===== src/rtl/game_pkg.sv =====
// Shared game constants and FSM state encoding for judge, renderer and pipe generator.
// Latency: n/a (declarations only).
// Backpressure: n/a.
package game_pkg;

    typedef enum logic [1:0] {
        ST_IDLE = 2'b00,
        ST_PLAY = 2'b01,
        ST_OVER = 2'b10
    } state_e;

    // Screen geometry in pixels
    localparam int unsigned BIRD_X   = 200;
    localparam int unsigned BIRD_W   = 34;
    localparam int unsigned BIRD_H   = 24;
    localparam int unsigned PIPE_W   = 52;
    localparam int unsigned GAP_H    = 120;
    localparam int unsigned GROUND_Y = 400;

    // Coordinates are widened to 13 bits before any sum so nothing wraps at 4095
    function automatic logic [12:0] ext13(input logic [11:0] v);
        return {1'b0, v};
    endfunction

endpackage


===== src/rtl/bcd_counter4.sv =====
// Four-digit BCD up-counter with synchronous clear, saturating at 9999.
// Latency: new value visible one clk after inc/clr.
// Backpressure: none; inc is accepted every cycle, ignored once saturated.
module bcd_counter4 (
    input  logic        clk,
    input  logic        rst,
    input  logic        clr,
    input  logic        inc,
    output logic [15:0] val
);

    logic [15:0] val_q, val_d;
    logic        carry;

    // Next value: clear wins, otherwise ripple a +1 through the digits
    always_comb begin
        val_d = val_q;
        carry = 1'b1;
        if (clr) begin
            val_d = 16'h0000;
        end else if (inc && (val_q != 16'h9999)) begin
            for (int i = 0; i < 4; i++) begin
                if (carry) begin
                    if (val_q[i*4 +: 4] == 4'd9) begin
                        val_d[i*4 +: 4] = 4'd0;
                    end else begin
                        val_d[i*4 +: 4] = val_q[i*4 +: 4] + 4'd1;
                        carry           = 1'b0;
                    end
                end
            end
        end
    end

    // Counter register
    always_ff @(posedge clk or posedge rst) begin
        if (rst) val_q <= 16'h0000;
        else     val_q <= val_d;
    end

    assign val = val_q;

endmodule


===== src/rtl/pipe_judge.sv =====
// Game FSM: pipe/ground collision, pass scoring into BCD score and best score.
// Latency: state change one clk after the deciding en; score +1 one clk after the pass edge.
// Backpressure: none; up to three passes per tick are queued in pending and drained one per clk.
module pipe_judge
    import game_pkg::*;
(
    input  logic        clk,
    input  logic        rst,
    input  logic        en,
    input  logic        start,
    input  logic [11:0] bird_y,
    input  logic [11:0] pipe1_x,
    input  logic [11:0] pipe2_x,
    input  logic [11:0] pipe3_x,
    input  logic [11:0] pipe1_y,
    input  logic [11:0] pipe2_y,
    input  logic [11:0] pipe3_y,
    output logic [1:0]  state,
    output logic        game_over,
    output logic        score_pulse,
    output logic [15:0] score_bcd,
    output logic [15:0] best_bcd
);

    state_e      state_q, state_d;
    logic [2:0]  passed_q, passed_d;
    logic [1:0]  pending_q, pending_d;
    logic        score_pulse_q, score_pulse_d;
    logic [15:0] best_q, best_d;

    logic [11:0] px [3];
    logic [11:0] py [3];
    logic [12:0] bird_bot;
    logic [12:0] px_right;
    logic [2:0]  hit_pipe, pass_set, pass_clr;
    logic        hit, eval, drain;
    logic [1:0]  n_new;
    logic [2:0]  pend_sum;

    assign px[0] = pipe1_x;
    assign px[1] = pipe2_x;
    assign px[2] = pipe3_x;
    assign py[0] = pipe1_y;
    assign py[1] = pipe2_y;
    assign py[2] = pipe3_y;

    // Collision and pass geometry; touching a gap edge exactly is safe
    always_comb begin
        bird_bot = ext13(bird_y) + 13'(BIRD_H);
        hit_pipe = 3'b000;
        pass_set = 3'b000;
        pass_clr = 3'b000;
        px_right = 13'd0;
        for (int i = 0; i < 3; i++) begin
            px_right    = ext13(px[i]) + 13'(PIPE_W);
            hit_pipe[i] = (ext13(px[i]) < 13'(BIRD_X + BIRD_W)) && (px_right > 13'(BIRD_X)) &&
                          ((ext13(bird_y) < ext13(py[i])) ||
                           (bird_bot > ext13(py[i]) + 13'(GAP_H)));
            pass_set[i] = (px_right < 13'(BIRD_X)) && !passed_q[i];
            pass_clr[i] = ext13(px[i]) >= 13'(BIRD_X);
        end
        hit = (bird_bot >= 13'(GROUND_Y)) || (|hit_pipe);
    end

    // FSM next state, pass flags, pending queue and best score
    always_comb begin
        state_d       = state_q;
        passed_d      = passed_q;
        pending_d     = pending_q;
        best_d        = best_q;
        eval          = (state_q == ST_PLAY) && start && en;
        drain         = (pending_q != 2'd0) && ((state_q == ST_PLAY) || (state_q == ST_OVER));
        n_new         = 2'd0;
        pend_sum      = 3'd0;
        score_pulse_d = 1'b0;

        case (state_q)
            ST_IDLE: if (start) state_d = ST_PLAY;
            ST_PLAY: begin
                if (!start)          state_d = ST_IDLE;
                else if (en && hit)  state_d = ST_OVER;
            end
            ST_OVER: if (!start) state_d = ST_IDLE;
            default: state_d = ST_IDLE;
        endcase

        // A hit on the same tick as a pass suppresses the point
        if (eval && !hit) begin
            passed_d = (passed_q | pass_set) & ~pass_clr;
            n_new    = {1'b0, pass_set[0]} + {1'b0, pass_set[1]} + {1'b0, pass_set[2]};
        end

        pend_sum = {1'b0, pending_q} + {1'b0, n_new} - {2'b00, drain};

        if (state_d == ST_IDLE) begin
            passed_d  = 3'b000;
            pending_d = 2'd0;
        end else begin
            pending_d     = (pend_sum > 3'd3) ? 2'd3 : pend_sum[1:0];
            score_pulse_d = drain;
        end

        // Best only updates once every queued point has reached the score
        if ((state_q == ST_OVER) && (pending_q == 2'd0) && (score_bcd > best_q))
            best_d = score_bcd;
    end

    // State registers
    always_ff @(posedge clk or posedge rst) begin
        if (rst) begin
            state_q       <= ST_IDLE;
            passed_q      <= 3'b000;
            pending_q     <= 2'd0;
            score_pulse_q <= 1'b0;
            best_q        <= 16'h0000;
        end else begin
            state_q       <= state_d;
            passed_q      <= passed_d;
            pending_q     <= pending_d;
            score_pulse_q <= score_pulse_d;
            best_q        <= best_d;
        end
    end

    bcd_counter4 u_score (
        .clk (clk),
        .rst (rst),
        .clr (state_d == ST_IDLE),
        .inc (score_pulse_d),
        .val (score_bcd)
    );

    assign state       = state_q;
    assign game_over   = (state_q == ST_OVER);
    assign score_pulse = score_pulse_q;
    assign best_bcd    = best_q;

endmodule


===== config.mk =====
export PLATFORM = sky130hd
export DESIGN_NAME = pipe_judge
export DESIGN_NICKNAME = d
export VERILOG_FILES = /design/src/rtl/game_pkg.sv /design/src/rtl/bcd_counter4.sv /design/src/rtl/pipe_judge.sv
export SDC_FILE = /design/constraint.sdc
export NUM_CORES = 1
export LEC_CHECK = 0
export ABC_AREA = 1
export CORE_MARGIN = 2
export CORE_UTILIZATION = 34
export DETAILED_ROUTE_END_ITERATION = 6
export PLACE_DENSITY_LB_ADDON = 0.3
export SYNTH_ARGS = -nofsm -noshare
export SYNTH_HDL_FRONTEND = slang
export SYNTH_SLANG_ARGS = --single-unit

===== constraint.sdc =====
create_clock -name clk -period 3.75 [get_ports clk]
set_clock_uncertainty 0.15 [all_clocks]
set_input_delay 0.9375 -clock clk [delete_from_list [all_inputs] [get_ports clk]]
set_output_delay 0.9375 -clock clk [all_outputs]
set_load 0.01 [all_outputs]

==> results of run 1 <==
cells by family after synthesis:
kind of cell             count (synthesis)  share of synthesized area (%)
flip-flops                              40                          17.57
AO/OA/AOI/OAI                          126                          13.31
AND/OR/NAND/NOR                        369                          28.90
buffers and inverters                  152                          10.39
XOR/XNOR                                40                          6.282
adder cells (fa/ha/maj)                106                          23.54
cells in the mapped netlist, drive strengths merged:
master | count | area, sq um
a211oi | 3 | 22.52
a21boi | 1 | 11.26
a21o | 3 | 22.52
a21oi | 61 | 316.6
a31o | 1 | 8.760
a31oi | 1 | 6.260
and3 | 2 | 12.51
buf | 4 | 36.28
clkbuf | 3 | 11.26
clkinv | 2 | 7.510
dfrtp | 40 | 1001
fa | 2 | 40.04
ha | 104 | 1301
inv | 143 | 536.8
nand2 | 179 | 699.4
nand3 | 61 | 310.3
nand4 | 31 | 193.9
nor2 | 79 | 331.6
nor3 | 7 | 35.03
nor4 | 3 | 18.77
o2111ai | 3 | 26.28
o211a | 1 | 10.01
o211ai | 11 | 87.58
o21a | 2 | 15.01
o21ai | 32 | 178.9
o21bai | 4 | 30.03
o22ai | 1 | 6.260
o311ai | 1 | 8.760
o31ai | 1 | 7.510
or2 | 6 | 37.54
or4 | 1 | 7.510
xnor2 | 13 | 113.9
xor2 | 27 | 244.0
worst max path at each step:
stage	from	cells past startpoint	to	slack, ns
after floorplan	bird_y[3]	26	pending_q[0]$_DFF_PP0_	-0.77
after global placement	bird_y[4]	27	pending_q[0]$_DFF_PP0_	-1.53
after detailed placement	bird_y[4]	27	pending_q[0]$_DFF_PP0_	-1.62
after CTS	bird_y[3]	28	pending_q[0]$_DFF_PP0_	-0.71
after global routing	bird_y[3]	27	pending_q[0]$_DFF_PP0_	-0.82
final	bird_y[3]	26	pending_q[1]$_DFF_PP0_	-0.65
layer usage:
layer,wire (um),share of wire [%]
met1,8253,48
met2,7921,46
met3,681,4.0
met4,290,1.7
met5,0,0
layout make-up:
class | count | area, sq um | share of cell area [%]
Inverter | 145 | 571.8 | 6.230
Sequential cell | 40 | 1001 | 10.91
Timing Repair Buffer | 274 | 2445 | 26.64
Clock inverter | 2 | 12.51 | 0.1363
Clock buffer | 5 | 125.1 | 1.363
Tap cell | 220 | 275.3 | 2.999
Multi-Input combinational cell | 641 | 4748 | 51.73
power groups by stage:
stage | sequential, mW | combinational [mW] | clock (mW)
after detailed placement | 0.562 | 1.34 | 0
after floorplan | 0.573 | 0.744 | 0
final | 0.554 | 1.61 | 0.419
after global placement | 0.561 | 1.32 | 0
after CTS | 0.555 | 1.43 | 0.422
after global routing | 0.562 | 1.80 | 0.441
through the flow:
stage	instances	worst slack, ns
floorplan	833	-0.7668
global placement	1299	-1.526
detailed placement	1299	-1.619
CTS	1314	-0.7105
global route	1327	-0.8203
finish	1327	-0.6474
timing repair:
action,in CTS,in global routing
cloned,1,0
resized for setup,71,117
pin swaps,42,62
setup endpoints to repair,24,24
setup buffers,7,15
flip-flops by register name, indices dropped and copies added, names as in the netlist:
| register | flops |
|---|---|
| best_bcd | 16 |
| u_score.val | 16 |
| passed_q | 3 |
| pending_q | 2 |
| state | 2 |
| score_pulse | 1 |
worst min-delay path, cell delays in order, from the launching register on:
cell	delay, ns
sky130_fd_sc_hd__dfrtp_1	0.37
sky130_fd_sc_hd__nand2_1	0.05
sky130_fd_sc_hd__o21ai_0	0.06
==> qor.json, run 1 <==
{
  "routing": {
    "wire_per_inst_um": 12.92,
    "firstDrtPassIters": 5,
    "ant_nets": 0,
    "residual_drc": 0,
    "mean_number_of_vias_per_cell": 4.755,
    "number_of_drc_markers_in_iteration_0": 206,
    "routed_wirelength_mm": 17.15,
    "vias": 6310
  },
  "layout": {
    "flow.area_growth_from_synthesis_pct": 61.12,
    "layout.filler_cells": 1550,
    "final_util_pct": 55.74,
    "layout_common_cells": "163 x sky130_fd_sc_hd__nand2_1, 142 x sky130_fd_sc_hd__buf_4, 120 x sky130_fd_sc_hd__inv_1, 93 x sky130_fd_sc_hd__clkdlybuf4s50_1, 85 x sky130_fd_sc_hd__ha_1",
    "final_design_area_no_fill_sq_um": 9179,
    "layout-drive-gt1-share_pct": 27.91,
    "layout.cells.most_common": "sky130_fd_sc_hd__nand2_1",
    "finish.net_count": 1301,
    "num_antenna_cells": 0
  },
  "die": {
    "rows": 47,
    "floorplan.die_area_sq_um": 17810,
    "die_width_um": 133.4,
    "num_io_pins": 124,
    "die_h_um": 133.4,
    "starting_density_of_the_core_pct": 34.60,
    "core_sq_um": 16470
  },
  "run_status": {
    "violations_in_the_final_reports": "negative setup slack",
    "status": "complete, but fails checks"
  },
  "logic_synthesis": {
    "ys_seq_area_share_pct": 17.57,
    "synth.cell_area_sq_um": 5697,
    "synthesis.instances": 833,
    "synth.avg_cell_area_sq_um": 6.839,
    "post_synthesis_net_count": 1027,
    "ys.warnings.count": 0,
    "postSynthRegisterBits": 40,
    "synth_cell_type_count": 48
  },
  "worst_setup_path": {
    "top_fanout_value_on_the_critical_path": 3,
    "worst_path_largest_cell_delay_ns": 0.43,
    "critical_path.reg2reg.endpoint": "u_score.val[13]$_DFFE_PP0P_",
    "critical_path.slowest_cell": "sky130_fd_sc_hd__fa_2",
    "criticalPathCategory": "input port to register",
    "type_of_element_capturing_the_critical_path": "register",
    "start_kind": "input port",
    "startpoint_of_the_lowest_slack_register_to_register_path": "u_score.val[1]$_DFFE_PP0P_",
    "crit_buf_inv": 5,
    "critical_path_arrival_ns": 4.46,
    "ff2ff_path_depth": 11,
    "cpLargestDelayFamily": "simple AND/OR/NAND/NOR gates",
    "reg2reg_setup_slack_ns": 1.05,
    "data_required_critical_path_ns": 3.81,
    "cpMostUsedCell": "sky130_fd_sc_hd__ha_4"
  },
  "clock_network": {
    "cts-hold-fix-buffers": 0,
    "tritoncts": "built",
    "cts_made_buffers": 5,
    "cts-htree-levels": 2,
    "clk_latency_ns": 0.29,
    "cts_num_sinks": 40,
    "clk_path_buf_depth": 2,
    "cts_root_buf": "sky130_fd_sc_hd__clkbuf_16",
    "clk_pin_slew_worst_paths_ns": 0.06
  },
  "timing": {
    "totalNegativeSetupSlack_ns": -1.683,
    "period_minus_slack_ns": 4.397,
    "achievable_frequency_ghz": 0.2274,
    "finalCritPeriodShare_pct": 117.3,
    "fin_hold_ws_ns": 0.3682,
    "max_slew.worst_pin.slew_ns": 0.5215,
    "final_critical_path_setup_slack_ns": -0.6474,
    "report.final.slew_viol_count": 0,
    "slew_headroom_pct": 65.23,
    "final_hold_viol_count": 0,
    "rsz0062_at_grt": "true",
    "finalSetupViolCount": 18
  },
  "placement": {
    "dp_hpwl_mm": 13.48,
    "buffer_ports.inserted": 123,
    "place.gp.congestion": 0.8412,
    "total_cell_area_at_the_placement_stage_sq_um": 8207
  },
  "grt": {
    "globalRouteTotalUtil_pct": 18.79,
    "globalRouteMet1Util_pct": 26.24,
    "globalRouteMet3Util_pct": 2.473,
    "wire_length_of_the_first_global_routing_pass_mm": 27.61,
    "gr-usage-met2_pct": 30.99,
    "vias_in_the_first_global_route": 5981,
    "grt_ovf": 0,
    "maximum_number_of_pins_on_one_net_before_global_route_repair": 41,
    "most_used_routing_layer_in_global_routing": "met2",
    "grt_antenna_before_repair": 0
  },
  "pwr": {
    "internal-power_mw": 1.524,
    "share_seq_of_total_power_pct": 21.5,
    "p_clk_share_pct": 16.2,
    "total_leakage_power_nw": 4.610,
    "power.share.combinational_pct": 62.3,
    "netSwitchingFraction_pct": 40.95,
    "fin_total_pwr_mw": 2.581,
    "power.switching_mw": 1.057,
    "power.density_cell_area_nw_per_um2": 281.2,
    "ir_drop_mv": 0.2222
  },
  "job": {
    "maxCapViolCount": 0
  },
  "worst_hold_path": {
    "hold-path-endpoint": "best_bcd[6]$_DFFE_PP0P_",
    "min_delay_path_depth": 2,
    "holdCritStartpoint": "best_bcd[6]$_DFFE_PP0P_",
    "hp-class": "register to register"
  }
}
Power figures use the tool's default switching activity.
==> run 2: changes to the inputs <==
Settings changed: SETUP_SLACK_MARGIN from default to 0.15.
==> run 2 against run 1 <==
Effect of this change:
- the run still ends with negative setup slack left
- cell area decreased by 3.4%
- sequential power about the same
- combinational power decreased by 9%
- clock power increased by 2%
- non-clock buffer count increased by 4
==> qor.json, run 2 (synthesized netlist as in run 1, its figures left out) <==
{
  "die": {
    "starting_density_of_the_core": {"value": 34.60, "unit": "%", "change": "unchanged"},
    "core": {"value": 16470, "unit": "sq um", "change": "unchanged"},
    "floorplan.die_area": {"value": 17810, "unit": "sq um", "change": "unchanged"},
    "rows": {"value": 47, "change": "unchanged"},
    "die_h": {"value": 133.4, "unit": "um", "change": "unchanged"},
    "die_width": {"value": 133.4, "unit": "um", "change": "unchanged"},
    "num_io_pins": {"value": 124, "change": "unchanged"}
  },
  "layout": {
    "layout-drive-gt1-share": {"value": 24.01, "unit": "%", "change": "-3.9 points"},
    "final_design_area_no_fill": {"value": 8865, "unit": "sq um", "change": "-3.4%"},
    "num_antenna_cells": {"value": 0, "change": "unchanged"},
    "layout.cells.most_common": "sky130_fd_sc_hd__nand2_1",
    "layout_common_cells": "165 x sky130_fd_sc_hd__nand2_1, 137 x sky130_fd_sc_hd__buf_4, 123 x sky130_fd_sc_hd__inv_1, 102 x sky130_fd_sc_hd__clkdlybuf4s50_1, 94 x sky130_fd_sc_hd__ha_1",
    "finish.net_count": {"value": 1305, "change": "+0.31%"},
    "flow.area_growth_from_synthesis_pct": 55.61,
    "final_cells": {"value": 1332, "change": "+0.38%"}
  },
  "pwr": {
    "p_clk_share": {"value": 17.5, "unit": "%", "change": "+1.3 points"},
    "power.share.combinational": {"value": 59.7, "unit": "%", "change": "-2.6 points"},
    "power.density_cell_area": {"value": 276.1, "unit": "nW/um^2", "change": "-1.8%"},
    "netSwitchingFraction": {"value": 40.44, "unit": "%", "change": "-0.51 points"},
    "ir_drop": {"value": 0.2265, "unit": "mV", "change": "+2.0%"},
    "power.switching": {"value": 0.9898, "unit": "mW", "change": "-6.3%"},
    "share_seq_of_total_power": {"value": 22.7, "unit": "%", "change": "+1.2 points"},
    "total_leakage_power": {"value": 4.512, "unit": "nW", "change": "-2.1%"},
    "internal-power": {"value": 1.458, "unit": "mW", "change": "-4.4%"}
  },
  "worst_setup_path": {
    "critical_path.reg2reg.endpoint": "u_score.val[13]$_DFFE_PP0P_",
    "start_kind": "input port",
    "data_required_critical_path": {"value": 3.81, "unit": "ns", "change": "about the same"},
    "top_fanout_value_on_the_critical_path": {"value": 4, "change": "+1"},
    "worst_path_largest_cell_delay": {"value": 0.37, "unit": "ns", "change": "-0.06 ns"},
    "startpoint_of_the_lowest_slack_register_to_register_path": "u_score.val[1]$_DFFE_PP0P_",
    "criticalPathCategory": "input port to register",
    "ff2ff_path_depth": {"value": 11, "change": "unchanged"},
    "cpMostUsedCell": "sky130_fd_sc_hd__buf_6",
    "critical_path_arrival": {"value": 4.70, "unit": "ns", "change": "+0.24 ns"},
    "critical_path.slowest_cell": "sky130_fd_sc_hd__fa_2",
    "type_of_element_capturing_the_critical_path": "register",
    "reg2reg_setup_slack": {"value": 1.01, "unit": "ns", "change": "-0.04 ns"}
  },
  "placement": {
    "total_cell_area_at_the_placement_stage": {"value": 8207, "unit": "sq um", "change": "unchanged"},
    "place.gp.congestion": {"value": 0.8764, "change": "+4.2%"},
    "dp_worst_setup_slack": {"value": -1.697, "unit": "ns", "change": "-0.07790 ns"},
    "dp_hpwl": {"value": 13.37, "unit": "mm", "change": "-0.76%"},
    "buffer_ports.inserted": {"value": 123, "change": "unchanged"},
    "post-place-cells": {"value": 1297, "change": "-0.15%"}
  },
  "routing": {
    "number_of_drc_markers_in_iteration_0": {"value": 276, "change": "+34%"},
    "residual_drc": {"value": 0, "change": "unchanged"},
    "ant_nets": {"value": 0, "change": "unchanged"},
    "routed_wirelength": {"value": 16.59, "unit": "mm", "change": "-3.3%"},
    "mean_number_of_vias_per_cell": {"value": 4.758, "change": "about the same"},
    "wire_per_inst": {"value": 12.45, "unit": "um", "change": "-3.6%"},
    "firstDrtPassIters": {"value": 5, "change": "unchanged"},
    "vias": {"value": 6337, "change": "+0.43%"}
  },
  "timing": {
    "finalCritPeriodShare": {"value": 123.9, "unit": "%", "change": "+6.6 points"},
    "achievable_frequency": {"value": 0.2153, "unit": "GHz", "change": "-5.3%"},
    "final_critical_path_setup_slack": {"value": -0.8951, "unit": "ns", "change": "-0.2477 ns"},
    "finalSetupViolCount": {"value": 22, "change": "+4"},
    "max_slew.worst_pin.slew": {"value": 0.5284, "unit": "ns", "change": "+0.006882 ns"},
    "period_minus_slack": {"value": 4.645, "unit": "ns", "change": "+0.2477 ns"},
    "totalNegativeSetupSlack": {"value": -6.600, "unit": "ns", "change": "-4.917 ns"},
    "final_hold_viol_count": {"value": 0, "change": "unchanged"},
    "fin_hold_ws": {"value": 0.3583, "unit": "ns", "change": "-0.009910 ns"},
    "slew_headroom": {"value": 64.77, "unit": "%", "change": "-0.46 points"},
    "rsz0062_at_grt": "true",
    "report.final.slew_viol_count": {"value": 0, "change": "unchanged"}
  },
  "clock_network": {
    "cts-hold-fix-buffers": {"value": 0, "change": "unchanged"},
    "cts-htree-levels": {"value": 2, "change": "unchanged"},
    "cts_root_buf": "sky130_fd_sc_hd__clkbuf_16",
    "clk_path_buf_depth": {"value": 2, "change": "unchanged"},
    "tritoncts": "built",
    "cts_num_sinks": {"value": 40, "change": "unchanged"},
    "clk_pin_slew_worst_paths": {"value": 0.06, "unit": "ns", "change": "about the same"},
    "clk_latency": {"value": 0.28, "unit": "ns", "change": "about the same"},
    "cts_made_buffers": {"value": 5, "change": "unchanged"}
  },
  "grt": {
    "grt_antenna_before_repair": {"value": 0, "change": "unchanged"},
    "maximum_number_of_pins_on_one_net_before_global_route_repair": {"value": 41, "change": "unchanged"},
    "globalRouteTotalUtil": {"value": 18.67, "unit": "%", "change": "-0.12 points"},
    "grt_ovf": {"value": 0, "change": "unchanged"},
    "wire_length_of_the_first_global_routing_pass": {"value": 27.79, "unit": "mm", "change": "+0.65%"},
    "vias_in_the_first_global_route": {"value": 6157, "change": "+2.9%"}
  },
  "run_status": {
    "status": "complete, but fails checks",
    "violations_in_the_final_reports": "negative setup slack"
  },
  "worst_hold_path": {
    "min_delay_path_depth": {"value": 2, "change": "unchanged"},
    "hold-path-endpoint": "best_bcd[10]$_DFFE_PP0P_",
    "holdCritStartpoint": "best_bcd[10]$_DFFE_PP0P_",
    "hp-class": "register to register"
  },
  "job": {
    "maxCapViolCount": {"value": 0, "change": "unchanged"}
  }
}
## run 2: power by group through the flow
stage          Sequential, mW  Combinational, mW  Clock (mW)
6_report                0.557               1.46       0.429
5_1_grt                 0.567               1.64       0.457
4_1_cts                 0.557               1.41       0.435
3_5_place_dp            0.564               1.34           0
3_3_place_gp            0.562               1.32           0
2_1_floorplan           0.574              0.752           0
## run 2: timing repair
item,in CTS,in global routing
buffers inserted,23,4
gates resized for setup,84,32
pin swaps,50,25
setup endpoints to repair,24,24
## run 2: layer usage
| layer | routed length, um | vias up | track usage (%) | part of all wire [%] |
|---|---|---|---|---|
| li1 | - | 3310 | - | - |
| met1 | 7883 | 2891 | 25.05 | 48 |
| met2 | 7901 | 125 | 32.73 | 48 |
| met3 | 678 | 11 | 2.626 | 4.1 |
| met4 | 124 | 0 | 2.423 | 0.75 |
| met5 | 0 | - | 0 | 0 |
## run 2: layout make-up
| cell class | count | area [sq um] |
|---|---|---|
| clock buffer | 8 | 146.4 |
| fill | 1602 | 7601 |
| inverter | 145 | 571.8 |
| multi-input combinational | 641 | 4408 |
| sequential | 40 | 1001 |
| tap | 220 | 275.3 |
| timing repair buffer | 278 | 2462 |
## run 2: how the worst max path moves through the flow
stage / slack (ns) / depth (start not counted) / from / end
floorplan: -0.77 / 26 / bird_y[3] / pending_q[0]$_DFF_PP0_
global placement: -1.56 / 27 / bird_y[4] / pending_q[1]$_DFF_PP0_
detailed placement: -1.70 / 27 / bird_y[4] / pending_q[0]$_DFF_PP0_
CTS: -0.80 / 28 / bird_y[3] / pending_q[0]$_DFF_PP0_
global route: -1.08 / 31 / bird_y[3] / pending_q[0]$_DFF_PP0_
finish: -0.90 / 31 / bird_y[3] / pending_q[1]$_DFF_PP0_
## run 2: through the flow
| stage | util, % | total power, mW |
|---|---|---|
| floorplan | - | 1.325 |
| global placement | 49.84 | 1.882 |
| detailed placement | 49.84 | 1.905 |
| CTS | 52.86 | 2.404 |
| global route | 53.84 | 2.665 |
| finish | 53.84 | 2.448 |
## run 2: critical path: cells and delay by family
family	cells	cell delay, ns
compound gates	2	0.30
fa+ha+maj	4	0.88
xor+xnor	2	0.36
buf+inv	14	1.06
simple gates	9	1.18
==> variant 1, RTL diff (settings of run 1) <==
Remove the register `score_pulse_q`: a continuous assignment takes its place, so the output `score_pulse` follows one clock earlier.
--- a/src/rtl/pipe_judge.sv
+++ b/src/rtl/pipe_judge.sv
@@ -113,3 +113,2 @@
             pending_q     <= 2'd0;
-            score_pulse_q <= 1'b0;
             best_q        <= 16'h0000;
@@ -119,3 +118,2 @@
             pending_q     <= pending_d;
-            score_pulse_q <= score_pulse_d;
             best_q        <= best_d;
@@ -123,2 +121,4 @@
     end
+
+    assign score_pulse_q = score_pulse_d;
 
Behaviour: not the same (a bounded check fails within 4 cycles, from zero or initial values and one cycle with rst high).
==> variant 1 against run 1 <==
  * The run still ends with negative setup slack left
  * Synthesized cell count is 0.96% higher
  * Setup slack worse by 0.31 ns
  * Critical path depth is 5 higher
  * Final area up 0.72%
  * Synthesized area decreased by 0.59%
  * Sequential cell count shrank 1
  * Sequential power decreased by 6.3%
  * Final cell count grew 2.6%
  * Worst hold slack lost 0.0031 ns
  * Power shrank 7.2%
  * Wire length grew 1.4%
  * First-iteration DRC count grew 39%
  * Largest power group unchanged
  * Highest routed layer unchanged
==> variant 1: results (changes against run 1) <==
metric;value;unit;change
status;finished with violations;;
failing checks;negative setup slack;;
Finish-stage setup viols;6;;-12
Cell Count, Final, Fillers Out;1361;;+2.6%
GR Layer Usage met1;22.8;%;-3.4 points
Max rail drop VDD;346;µV;+56%
met2 GRT Util;36.6;%;+5.7 points
Sw Share;41.2;%;+0.30 points
dpl cells;1313;;+1.1%
Comb power frac;59.6;%;-2.7 points
PnR worst setup slack;-0.961;ns;-0.313 ns
Final HPWL DP;13400;µm;-0.32%
Least-Margin Pin Slew;0.605;ns;+0.0839 ns
DP Worst Slack;-1.86;ns;-0.245 ns
Seq/Total Area, Yosys;17.2;%;-0.34 points
Sum Neg Setup Slack;-3.26;ns;-1.58 ns
share of layout cells above drive strength 1;30.3;%;+2.4 points
CP peak stage delay;0.36;ns;-0.07 ns
WL met2;9200;µm;+16%
via count;6554;;+3.9%
first-pass GRT wire length;28200;µm;+2.3%
Area contributors post-synth;ha_1, dfrtp_1, nand2_1;;
number of fill cells;1552;;+0.13%
synth unique cells;43;;-10%
Post-Route WL;17400;µm;+1.4%
r2r setup slk;1.01;ns;-0.04 ns
Iter 0 DRT Violations;286;;+39%
Mapped Cells;841;;+0.96%
number of global-route vias before repair;6382;;+6.7%
reg2reg path depth;10;;-1
variant 1: cell count changes after synthesis, moves of 4 or more:
cell and change:
nand2_1 +16, nor3_1 +4, nor2_1 +6, nand3b_1 +6, xnor2_1 -4, inv_1 -6
o21ai_0 -5
variant 1: final cells by class:
type                    count  area (µm²)  area share (%)
repair buffers            301        2560            27.7
well taps                 220         275            2.98
flip-flops and latches     39         976            10.6
inverters                 139         562            6.08
clock buffers               8         156            1.69
multi-input cells         654        4720            51.0
variant 1: cells by family after synthesis:
| logic type | share of synthesized area (%) |
|---|---|
| xor gates and xnor gates | 5.88 |
| and+or+nand+nor | 30.4 |
| adders and majority gates | 23.7 |
| DFF | 17.2 |
| buffers and inverters | 10.2 |
| AOI/OAI and AO/OA | 12.6 |
variant 1: worst min path at each step:
| stage | startpoint | slack [ns] | endpoint | cells past startpoint |
|---|---|---|---|---|
| 2_1_floorplan | passed_q[0]$_DFFE_PP0P_ | 0.36 | passed_q[0]$_DFFE_PP0P_ | 2 |
| 3_3_place_gp | best_bcd[2]$_DFFE_PP0P_ | 0.35 | best_bcd[2]$_DFFE_PP0P_ | 2 |
| 3_5_place_dp | best_bcd[5]$_DFFE_PP0P_ | 0.36 | best_bcd[5]$_DFFE_PP0P_ | 2 |
| 4_1_cts | best_bcd[5]$_DFFE_PP0P_ | 0.37 | best_bcd[5]$_DFFE_PP0P_ | 2 |
| 5_1_grt | best_bcd[6]$_DFFE_PP0P_ | 0.40 | best_bcd[6]$_DFFE_PP0P_ | 2 |
| 6_report | best_bcd[5]$_DFFE_PP0P_ | 0.37 | best_bcd[5]$_DFFE_PP0P_ | 2 |
variant 1: worst min-delay path, cell delays in order, from the launching register on:
cell,delay (ns)
dfrtp_1,0.36
nand2_1,0.05
o21ai_0,0.06
==> variant 2, RTL diff (flow settings as in run 1) <==
Made on the original files. Add an input register stage for `pipe3_y`, cleared by the reset; this delays it by one clock. The other inputs are not delayed to match.
--- a/src/rtl/pipe_judge.sv
+++ b/src/rtl/pipe_judge.sv
@@ -24,2 +24,12 @@
 
+    logic [11:0] pipe3_y_q;
+
+    always_ff @(posedge clk or posedge rst) begin
+        if (rst) begin
+            pipe3_y_q <= '0;
+        end else begin
+            pipe3_y_q <= pipe3_y;
+        end
+    end
+
     state_e      state_q, state_d;
@@ -44,3 +54,3 @@
     assign py[1] = pipe2_y;
-    assign py[2] = pipe3_y;
+    assign py[2] = pipe3_y_q;
 
Formal check against the unedited RTL: not equivalent (Yosys sat finds a counterexample within 4 cycles, from zero or initial values and one cycle with rst high).
==> variant 2 against run 1 <==
  * The flow still finishes with violations (negative setup slack)
  * Critical path depth decreased by 4
  * Final area is 2.7% higher
  * Via count is 4.1% higher
  * Synthesized area increased by 5.8%
  * Power grew 4.0%
  * Maximum frequency increased by 1.8%
  * Global-route usage rose by 0.30 points
  * Final cell count up 4.4%
  * Synthesized cell count increased by 4.1%
  * Sequential cell count increased by 12
  * Setup slack improved by 0.078 ns
  * Core utilization is 1.2 points lower
  * Wire length increased by 2.3%
  * Largest cell class unchanged
  * Highest routed layer is now met5
==> variant 2: results (changes against run 1) <==
metric;value;unit;change
GR Util met3;2.37;%;-0.10 points
initial antenna violation count;1;;+1
number of global-route vias before repair;6343;;+6.1%
XOR/XNOR Fraction of Synth Area;5.09;%;-1.2 points
1st-pass router iterations;6;;+1
placed cell area;0.00869;mm²;+5.8%
worst-path maximum fanout;4;;+1
Max rail drop VDD;267;µV;+20%
Leakage;4.69;nW;+1.8%
Mapped Cells;867;;+4.1%
CP peak stage delay;0.41;ns;-0.02 ns
Iter 0 DRT Violations;208;;+0.97%
failing checks;negative setup slack;;
most instantiated cells after synthesis;nand2_1, inv_1, ha_1, nor2_1, nand3_1;;
internal power;0.00162;W;+6.1%
Comb power frac;56.7;%;-5.6 points
syn_nets;1061;;+3.3%
Final HPWL DP;14300;µm;+5.8%
top sig layer;met5;;
first-pass GRT wire length;29000;µm;+5.1%
Finish-stage setup viols;11;;-7
Cell Count, Final, Fillers Out;1386;;+4.4%
PnR worst setup slack;-0.570;ns;+0.0776 ns
switching component of the power;0.00107;W;+0.87%
reg2reg path depth;23;;+12
status;finished with violations;;
synth unique cells;42;;-13%
worst r2r src;pipe3_y_q[3]$_DFF_PP0_;;
Sum Neg Setup Slack;-2.15;ns;-0.469 ns
variant 2: cell count changes in the layout (fill, tap and decap cells not counted), moves of 6 or more:
cell,run 1,this run
buf_2,0,6
buf_4,142,156
dfrtp_1,40,52
dlymetal6s2s_1,10,1
ha_1,85,91
ha_4,17,10
inv_1,120,129
nand2_1,163,186
nand3_1,46,53
nand3_2,15,8
variant 2: cell type report:
type | count | area (µm²)
clock buffer | 5 | 125
clock inverter | 3 | 22.5
fill | 1632 | 7870
inverter | 149 | 581
multi-input combinational | 661 | 4600
sequential | 52 | 1300
tap | 225 | 282
timing repair buffer | 290 | 2510
timing repair inverter | 1 | 11.3
variant 2: timing repair:
item / in CTS / in global routing
buffers inserted: 21 / 6
cloned: 0 / 1
endpoints found under the hold margin: 0 / 0
endpoints found under the setup margin: 24 / 23
resized for setup: 126 / 32
pin swaps: 52 / 21
